## config.mk

```make
export PLATFORM = sky130hd
export DESIGN_NAME = ife_commit_ctrl
export DESIGN_NICKNAME = d
export VERILOG_FILES = /design/src/rtl/ife_commit_ctrl.sv
export SDC_FILE = /design/constraint.sdc
export NUM_CORES = 1
export LEC_CHECK = 0
export CORE_MARGIN = 2
export CORE_UTILIZATION = 40
export DETAILED_ROUTE_END_ITERATION = 8
export GPL_ROUTABILITY_DRIVEN = 0
export HOLD_SLACK_MARGIN = 0.02
export SYNTH_ARGS = -nofsm -noshare
export SYNTH_HDL_FRONTEND = slang
export SYNTH_SLANG_ARGS = --single-unit
```

## constraint.sdc

```tcl
create_clock -name clk -period 5.3 [get_ports clk]
set_clock_uncertainty 0.05 [all_clocks]
set_input_delay 1.59 -clock clk [delete_from_list [all_inputs] [get_ports clk]]
set_output_delay 1.59 -clock clk [all_outputs]
set_load 0.05 [all_outputs]
```

## src/rtl/ife_commit_ctrl.sv

```systemverilog
// rtl/ife_commit_ctrl.sv - in-order dual-core commit sequencer with compare, flush and serial re-execution
module ife_commit_ctrl #(
  parameter int BLOCK_ID_WIDTH = 8,
  parameter int QUEUE_DEPTH    = 4,
  parameter int CNT_WIDTH      = $clog2(QUEUE_DEPTH + 1)
) (
  input  logic                      clk,
  input  logic                      rst,
  input  logic                      disp_valid,
  input  logic [BLOCK_ID_WIDTH-1:0] disp_block_id,
  output logic                      disp_ready,
  input  logic                      core0_done,
  input  logic                      core1_done,
  output logic                      cmp_valid,
  output logic [BLOCK_ID_WIDTH-1:0] cmp_block_id,
  input  logic                      cmp_ok,
  input  logic                      cmp_fail,
  output logic                      serial_req,
  output logic [BLOCK_ID_WIDTH-1:0] serial_block_id,
  input  logic                      serial_done,
  output logic                      flush,
  output logic                      commit_valid,
  output logic [BLOCK_ID_WIDTH-1:0] commit_block_id,
  output logic                      commit_serial,
  output logic [CNT_WIDTH-1:0]      occupancy,
  output logic [15:0]               fail_count,
  output logic                      proto_err
);

  localparam int PTR_W = (QUEUE_DEPTH > 1) ? $clog2(QUEUE_DEPTH) : 1;

  typedef enum logic [1:0] {IDLE, CMP, SER} state_t;

  state_t                    state;
  logic [BLOCK_ID_WIDTH-1:0] mem [QUEUE_DEPTH];
  logic [PTR_W-1:0]          wr_ptr;
  logic [PTR_W-1:0]          rd_ptr;
  logic [CNT_WIDTH-1:0]      cnt0;
  logic [CNT_WIDTH-1:0]      cnt1;
  logic [BLOCK_ID_WIDTH-1:0] head;

  logic push, pop, cmp_pass, cmp_bad, ser_pop, track;
  logic ovf0, ovf1, inc0, inc1;

  function automatic logic [CNT_WIDTH-1:0] cnt_next(
    input logic [CNT_WIDTH-1:0] c,
    input logic                 inc,
    input logic                 dec,
    input logic                 clr
  );
    logic [CNT_WIDTH-1:0] n;
    n = c;
    if (clr)
      n = '0;
    else if (inc && !dec)
      n = c + CNT_WIDTH'(1);
    else if (!inc && dec)
      n = c - CNT_WIDTH'(1);
    return n;
  endfunction

  assign head            = mem[rd_ptr];
  assign disp_ready      = (occupancy < CNT_WIDTH'(QUEUE_DEPTH)) && (state != SER);
  assign cmp_valid       = (state == CMP);
  assign serial_req      = (state == SER);
  assign cmp_block_id    = cmp_valid  ? head : '0;
  assign serial_block_id = serial_req ? head : '0;

  assign push     = disp_valid && disp_ready;
  assign cmp_pass = (state == CMP) && cmp_ok && !cmp_fail;
  assign cmp_bad  = (state == CMP) && !(cmp_ok && !cmp_fail);
  assign ser_pop  = (state == SER) && serial_done;
  assign pop      = cmp_pass || ser_pop;

  // Completions only count while speculative work is live (not in SER, not on the flush edge).
  assign track = (state != SER) && !cmp_bad;
  assign ovf0  = track && core0_done && (cnt0 == occupancy);
  assign ovf1  = track && core1_done && (cnt1 == occupancy);
  assign inc0  = track && core0_done && !ovf0;
  assign inc1  = track && core1_done && !ovf1;

  always_ff @(posedge clk) begin
    if (push && !cmp_bad)
      mem[wr_ptr] <= disp_block_id;
  end

  always_ff @(posedge clk or negedge rst) begin
    if (!rst) begin
      state           <= IDLE;
      wr_ptr          <= '0;
      rd_ptr          <= '0;
      occupancy       <= '0;
      cnt0            <= '0;
      cnt1            <= '0;
      fail_count      <= '0;
      proto_err       <= 1'b0;
      flush           <= 1'b0;
      commit_valid    <= 1'b0;
      commit_serial   <= 1'b0;
      commit_block_id <= '0;
    end else begin
      flush         <= 1'b0;
      commit_valid  <= 1'b0;
      commit_serial <= 1'b0;

      cnt0 <= cnt_next(cnt0, inc0, cmp_pass, cmp_bad);
      cnt1 <= cnt_next(cnt1, inc1, cmp_pass, cmp_bad);

      if (ovf0 || ovf1 || ((state == CMP) && (cmp_ok == cmp_fail)))
        proto_err <= 1'b1;

      // Flush keeps only the head; any same-cycle dispatch is younger work and is dropped too.
      if (cmp_bad) begin
        wr_ptr    <= rd_ptr + PTR_W'(1);
        occupancy <= CNT_WIDTH'(1);
      end else begin
        if (push)
          wr_ptr <= wr_ptr + PTR_W'(1);
        if (pop)
          rd_ptr <= rd_ptr + PTR_W'(1);
        if (push && !pop)
          occupancy <= occupancy + CNT_WIDTH'(1);
        else if (!push && pop)
          occupancy <= occupancy - CNT_WIDTH'(1);
      end

      if (pop) begin
        commit_valid    <= 1'b1;
        commit_block_id <= head;
        commit_serial   <= ser_pop;
      end

      case (state)
        IDLE: begin
          if ((occupancy != '0) && (cnt0 != '0) && (cnt1 != '0))
            state <= CMP;
        end
        CMP: begin
          if (cmp_pass) begin
            state <= IDLE;
          end else begin
            state <= SER;
            flush <= 1'b1;
            if (fail_count != 16'hFFFF)
              fail_count <= fail_count + 16'd1;
          end
        end
        SER: begin
          if (serial_done)
            state <= IDLE;
        end
        default: state <= IDLE;
      endcase
    end
  end

endmodule
```

=== Word-level counts from Yosys, hierarchy flattened ===
Memories as Yosys holds them, arrays and structs flattened.
Index checks and enable logic that the tools add are counted.

* $add $sub $neg: 9
* Multiply operators: 0
* Div/mod/pow operators: 0
* Magnitude comparators: 1
* Equality and inequality tests: 9
* Shifts and indexed selects: 0
* Mux-type cells: 23
* Bitwise logic cells: 2
* Reductions and logical operators: 48

{| class="wikitable"
|+ Operators by type and width
! operator !! count
|-
| $mux W3 || 9
|-
| $logic_and A1 B1 Y1 || 24
|-
| $reduce_bool A3 Y1 || 6
|-
| $add A16 B1 Y16 const B || 1
|-
| $mux W8 || 2
|-
| $ne A16 B16 Y1 const B || 1
|-
| $logic_not A1 Y1 || 10
|-
| $mux W2 || 5
|-
| $add A3 B1 Y3 const B || 3
|-
| $sub A3 B1 Y3 const B || 3
|-
| $eq A3 B3 Y1 || 2
|-
| $mux W1 || 6
|-
| $pmux W2 S3 || 1
|-
| $add A2 B1 Y2 const B || 2
|-
| $ne A2 B2 Y1 const B || 2
|-
| $reduce_and A2 Y1 || 2
|-
| $logic_or A1 B1 Y1 || 3
|-
| $lt A3 B3 Y1 const B || 1
|-
| $reduce_and A3 Y1 || 1
|-
| $eq A2 B1 Y1 const B || 1
|-
| $eq A2 B2 Y1 const B || 1
|-
| $logic_not A2 Y1 || 1
|-
| $ne A2 B1 Y1 const B || 1
|-
| $not A1 Y1 || 2
|-
| other kinds (2) || 2
|}

* Register bits after elaboration: 43
* Bits in latches: 0
* Memory bits (writable): 32
* Bits in read-only memories: 0
* Bits of input ports: 16
* Output and inout port bits: 50
* Word-level logic and storage cells: 105
* Memories kept: 1

{| class="wikitable"
|+ Memories
! memory !! words !! bits a word !! read ports !! clocked after Yosys merged registers in !! wr ports !! line !! RTL
|-
| mem || 4 || 8 || 1 || 0 || 1 || 35 || <nowiki>logic [BLOCK_ID_WIDTH-1:0] mem [QUEUE_DEPTH];</nowiki>
|}

=== Logic depth before layout (Yosys ltp) ===
Gate-level depths: netlist (run 1).

* Depth in word-level cells: 15
* Gate-level depth with buffers: 10
* Depth with buffers taken out: 9

=== Worst setup path before layout (run 1) ===
OpenSTA, ideal clock, no wires.

* Path kind: flip-flop to output port
* Start: reg state[0]
* End: out serial_block_id[0]
* Arrival time: 1.872 ns
* Data required time: 3.660 ns
* Setup slack: 1.788 ns
* Stages on the path, launching flop included: 5
* Buffers on the path: 1
* Cell sequence: dfrtp_1 -> or2b_4 -> inv_2 -> clkbuf_1 -> and2_1

* Longest elaborated chain between the ends: 2

{| class="wikitable"
|+ RTL lines
! item !! line !! RTL
|-
| from (decl) || 34 || <nowiki>state_t state;</nowiki>
|-
| from (signal assigned) || 89 || <nowiki>state <= IDLE;</nowiki>
|-
| from (signal assigned) || 136 || <nowiki>state <= CMP;</nowiki>
|-
| from (signal assigned) || 140 || <nowiki>state <= IDLE;</nowiki>
|-
| $eq A2 B2 Y1 || 65 || <nowiki>assign serial_req = (state == SER);</nowiki>
|-
| net serial_req || 18 || <nowiki>output logic serial_req,</nowiki>
|-
| $mux W8 || 67 || <nowiki>assign serial_block_id = serial_req ? head : '0;</nowiki>
|-
| to (decl) || 19 || <nowiki>output logic [BLOCK_ID_WIDTH-1:0] serial_block_id,</nowiki>
|}

The timed path passes the listed nets, and every way through them passes these cells.

=== Final worst setup path (run 1) ===
* Start: reg rd_ptr[0]
* End: out serial_block_id[0]

* Longest elaborated chain between the ends: 2

{| class="wikitable"
|+ RTL lines
! item !! line !! RTL
|-
| from (decl) || 37 || <nowiki>logic [PTR_W-1:0] rd_ptr;</nowiki>
|-
| from (signal assigned) || 120 || <nowiki>rd_ptr <= rd_ptr + PTR_W'(1);</nowiki>
|-
| $mem_v2 Z4 W8 || -- ||
|-
| $mux W8 || 67 ||
|}

No other way between the ends.

==> results.cfg, run 1 <==
[cells_and_area]
layout-drive-gt1-share = 0.1235
area_growth_pct = 27.29
layout.cells.non_filler = 448
fin_nets = 360
antenna_cells = 0

[logic_synthesis]
synth-edff-count = 32
synth_common_cells = dfrtp_1 (43), edfxtp_1 (32), nand2_1 (18)
yosys_warnings = 0
yosysMostFrequentCell = dfrtp_1
synth_cell_types = 42
synthArstFlopShare = 0.5733
netlist_instances = 268
ys.flop_type = dfrtp_1
synth.largest_area_cell = dfrtp_1
yosys.area.top_type_share = 0.3071
syn_nets = 293
synth_seq_cells = 75
syn_area_um2 = 3503
synth.area.top_cells = dfrtp_1 (31%), edfxtp_1 (27%), mux4_2 (5.1%)
yosysSeqAreaShare = 0.5814
synth.avg_cell_area_um2 = 13.07

[floorplanning]
ioPinCount = 66
core_um2 = 8593
fp.dieArea_um2 = 9523
die_w_um = 97.59
fp.dieH_um = 97.59
rows = 34
initial_core_util = 0.4077

[routing]
via_count = 2206
drt_iter0_markers = 152
drc_errors = 0
ant_nets = 0
routed_wl_um = 6700
wl_per_cell_um = 14.96
drt-pass1-iter-count = 4
vias_per_cell = 4.924

[hold_path]
holdPathStages = 1
hp-start = state[1]
hold_end = state[0]
worstHoldPathType = register to register

[sta]
tightestPinTransition_ns = 0.9662
setup_ws_ns = 1.034
rsz0062_at_grt = false
fmax_ghz = 0.2344
slew-limit-headroom = 0.3558
hold_viol = 0
setup_tns_ns = 0
setup_violations = 0
finalCritPeriodShare = 0.8049
period_needed_ns = 4.266
slew_violations = 0

[setup_path]
worst-r2r-cell-count = 8
crit_type = register to primary output
cp.required_ns = 3.66
arrival_ns = 2.63
worstSetupEndpointType = primary output
r2r_start = state[1]
reg2reg_to = cnt1[2]
worstSetupStartpointType = register
cp_max_fo = 12
reg2reg_slack_ns = 2.68

[global_route]
antenna_found_initial = 0
grt_pass1_vias = 2149
grt_pass1_wl_um = 11180
grt_usage = 0.1492
grt_max_degree = 44
gr-total-overflow = 0

[clock_tree]
cts.sinks = 75
cts_tree = built
holdBufCountCts = 0
h-tree-depth = 3
cts_resized = 0
clockRootBuffer = clkbuf_8
clk_latency_ns = 0.34
post-cts-setup-buffer-count = 0
cts.path.max_buffers = 2
clk_pin_slew_ns = 0.08
cts_buffers = 9

[power]
ir_drop_mv = 0.2469
leakage_nw = 1.787
power.density_nw_per_um2 = 623.4
p_total_mw = 2.780

[placement]
dp_worst_setup_slack_ns = 0.9566
dp_hpwl_um = 4799
dpl.cell_count = 432
port_buffers = 65

[flow_run]
maxCapViolations = 0

[status]
status = complete, no violations
[cell families after synthesis]
family                     after synthesis  synth area share
DFF                                     75            0.5814
xor gates and xnor gates                29           0.07250
buffers and inverters                   21           0.02429
adders and majority gates                9           0.03857
AOI/OAI and AO/OA                       19           0.04785
muxes                                   20           0.08893
and+or+nand+nor                         95            0.1464
[critical path, cell delays in order (launching register included)]
cell	delay (ns)
dfrtp_1	0.76
mux4_2	0.65
and2_1	0.18
clkdlybuf4s50_1	0.69
[state kept, by name, indices dropped and copies added, names as in the netlist]
signal	cells
cnt0	3
fail_count	16
flush	1
proto_err	1
cnt1	3
commit_serial	1
mem	32
state	2
occupancy	3
rd_ptr	2
commit_block_id	8
wr_ptr	2
commit_valid	1
[cell usage in the layout (no fill, tap or decap), types with 2 or more instances in the layout]
cell type	netlist	routed
and2_1	17	17
edfxtp_1	32	32
and2_0	2	2
mux2_2	9	9
and3_1	8	8
dfrtp_1	43	43
a21oi_1	3	3
nand2b_1	2	2
or2_2	2	2
inv_1	10	10
o21bai_1	2	2
o31ai_1	2	2
nand3_1	6	6
nor2_1	17	17
or3_1	3	3
a211oi_1	3	3
mux4_2	8	8
nand4_1	6	6
mux2i_1	3	3
ha_1	6	6
xnor2_1	15	15
nor3_1	8	8
fa_1	3	3
xor2_1	14	14
o311ai_4	2	2
clkdlybuf4s50_1	0	64
nand2_1	18	18
clkbuf_8	0	9
clkinvlp_4	0	2
[power by group]
| part | switching (mW) | internal, mW |
|---|---|---|
| clock network | 0.215 | 0.247 |
| registers | 0.160 | 0.761 |
| logic | 0.856 | 0.541 |
| total | 1.23 | 1.55 |
[layer usage]
metal,up-vias,part of all wire,GRT usage
met2,47,0.44,0.2127
li1,1073,-,-
met1,1081,0.50,0.2220
met4,0,0.011,0.04487
met3,5,0.047,0.04245
met5,-,0,0
[how the worst max path moves through the flow]
| stage | startpoint | to | slack (ns) | cells past startpoint |
|---|---|---|---|---|
| 2_1_floorplan | state[0] | serial_block_id[0] | 1.79 | 4 |
| 3_3_place_gp | cmp_fail | cnt1[2] | 1.05 | 10 |
| 3_5_place_dp | cmp_fail | cnt0[2] | 0.96 | 10 |
| 4_1_cts | rd_ptr[0] | serial_block_id[0] | 0.97 | 3 |
| 5_1_grt | rd_ptr[0] | cmp_block_id[4] | 0.88 | 3 |
| 6_report | rd_ptr[0] | serial_block_id[0] | 1.03 | 3 |
[metrics by stage]
stage / utilization / hold WS [ns] / area (µm²)
2_1_floorplan: - / 0.3873 / 3503
3_3_place_gp: 0.4943 / 0.4156 / 4248
3_5_place_dp: 0.4943 / 0.4121 / 4248
4_1_cts: 0.5189 / 0.4282 / 4459
5_1_grt: 0.5189 / 0.4750 / 4459
6_report: 0.5189 / 0.4352 / 4459
[final cells by class]
class,instances,area [µm²]
inverter,11,41.29
tap,108,135.1
sequential,75,2037
clock buffer,11,152.6
fill,773,4134
timing repair buffer,66,653.1
multi-input combinational,172,1381
clock inverter,5,58.81
Power figures use the tool's default switching activity.
==> run 2: changes to the inputs <==
Clock period 5.3 ns to 4.2 ns, I/O delays scaled along.
==> run 2 against run 1 <==
  * Die area unchanged
  * Power increased by 28%
  * Largest power group unchanged
  * Clock power increased by 30%
  * Combinational power increased by 31%
  * Largest cell class unchanged
  * Final area increased by 0.84%
==> results.cfg, run 2 (synthesized netlist as in run 1, its figures left out) <==
[status]
status = complete, no violations

[clock_tree]
cts_tree = built
post-cts-setup-buffer-count = 0
clockRootBuffer = clkbuf_8
cts_resized = 0
cts_buffers = 9
cts.path.max_buffers = 2
h-tree-depth = 3
clk_pin_slew_ns = 0.07
cts.sinks = 75
holdBufCountCts = 0
clk_latency_ns = 0.33

[routing]
drc_errors = 0
vias_per_cell = 4.958
via_count = 2241
wl_per_cell_um = 15.21
drt-pass1-iter-count = 4
routed_wl_um = 6876
drt_iter0_markers = 82
ant_nets = 0

[cells_and_area]
layout_common_cells = clkdlybuf4s50_1 (64), dfrtp_1 (43), edfxtp_1 (32)
area_growth_pct = 28.36
final_common_cell = clkdlybuf4s50_1
largest_reg_flops = 32
layout.cells.non_filler = 452
antenna_cells = 0
fin_nets = 364
largest_register = mem
top_regs = mem (32), fail_count (16), commit_block_id (8)
layout-drive-gt1-share = 0.1308

[floorplanning]
core_um2 = 8593
die_w_um = 97.59
rows = 34
fp.dieH_um = 97.59
initial_core_util = 0.4077
fp.dieArea_um2 = 9523
ioPinCount = 66

[hold_path]
worstHoldPathType = register to register

[sta]
tightestPinTransition_ns = 0.9781
rsz0062_at_grt = false
period_needed_ns = 3.678
slew_violations = 0
hold_viol = 0
finalCritPeriodShare = 0.8758
setup_tns_ns = 0
setup_violations = 0
slew-limit-headroom = 0.3479
fmax_ghz = 0.2719

[setup_path]
cp-startpoint = rd_ptr[0]
worstSetupEndpointType = primary output
worst-r2r-cell-count = 8
crit_end = cmp_block_id[0]
r2r_start = occupancy[2]
cp.required_ns = 2.89
crit_type = register to primary output
reg2reg_to = cnt0[2]
worstSetupStartpointType = register
reg2reg_slack_ns = 1.73
cp_max_fo = 12
arrival_ns = 2.37

[placement]
dp_hpwl_um = 4856
dpl.cell_count = 436
port_buffers = 65

[flow_run]
maxCapViolations = 0

[global_route]
grt_max_degree = 44
antenna_found_initial = 0
gr-total-overflow = 0
grt_pass1_wl_um = 11680
grt_usage = 0.1552
grt_pass1_vias = 2269

[power]
leakage_nw = 1.818
ir_drop_mv = 0.3279
power.density_nw_per_um2 = 793.1
==> run 2: per-layer routing <==
| layer | track usage | routed length [µm] | vias to the layer above |
|---|---|---|---|
| met5 | 0 | 0 | - |
| met2 | 0.2371 | 3163 | 43 |
| met1 | 0.2205 | 3367 | 1106 |
| li1 | - | - | 1083 |
| met4 | 0.06090 | 107 | 0 |
| met3 | 0.02878 | 238 | 9 |
==> run 2: how the worst min path moves through the flow <==
stage | start | endpoint | cells past startpoint
global placement | proto_err | proto_err | 2
CTS | state[1] | state[0] | 1
detailed placement | proto_err | proto_err | 2
floorplan | state[1] | state[0] | 1
global route | proto_err | proto_err | 2
finish | proto_err | proto_err | 2
==> run 2: critical path: stages, from the launching register on <==
cell and delay [ns]:
dfrtp_1 0.33, buf_4 0.24, mux4_2 0.59, and2_1 0.18, clkdlybuf4s50_1 0.69
==> run 2: area by class of cell <==
cell class / count / area (µm²)
well taps: 108 / 135.1
clock buffers: 11 / 141.4
fillers: 763 / 4096
multi-input cells: 172 / 1381
repair buffers: 70 / 683.2
inverters: 11 / 41.29
flip-flops and latches: 75 / 2037
clock inverters: 5 / 77.57
==> run 2: where the power goes <==
group | internal, mW | switching [mW] | leakage (nW) | total, mW
clock | 0.349 | 0.251 | 0.111 | 0.600
sequential | 0.961 | 0.176 | 0.831 | 1.14
combinational | 0.704 | 1.13 | 0.876 | 1.83
total | 2.01 | 1.55 | 1.82 | 3.57
==> run 2: stage by stage <==
step / hold WS (ns) / worst slack, ns / total power, mW / area, µm² / utilization
after global placement: 0.4164 / 0.7041 / 2.966 / 4278 / 0.4978
after CTS: 0.4281 / 0.4942 / 3.610 / 4497 / 0.5233
after global routing: 0.4533 / 0.4253 / 3.798 / 4497 / 0.5233
after floorplan: 0.3873 / 1.018 / 2.444 / 3503 / -
final: 0.4244 / 0.5216 / 3.567 / 4497 / 0.5233
after detailed placement: 0.4127 / 0.6523 / 2.992 / 4278 / 0.4978
==> run 3: changes to the inputs <==
Settings changed: SETUP_SLACK_MARGIN set to 0.15.
==> results of run 3 <==
Final layout, timing and power as in run 2 (identical DEF).
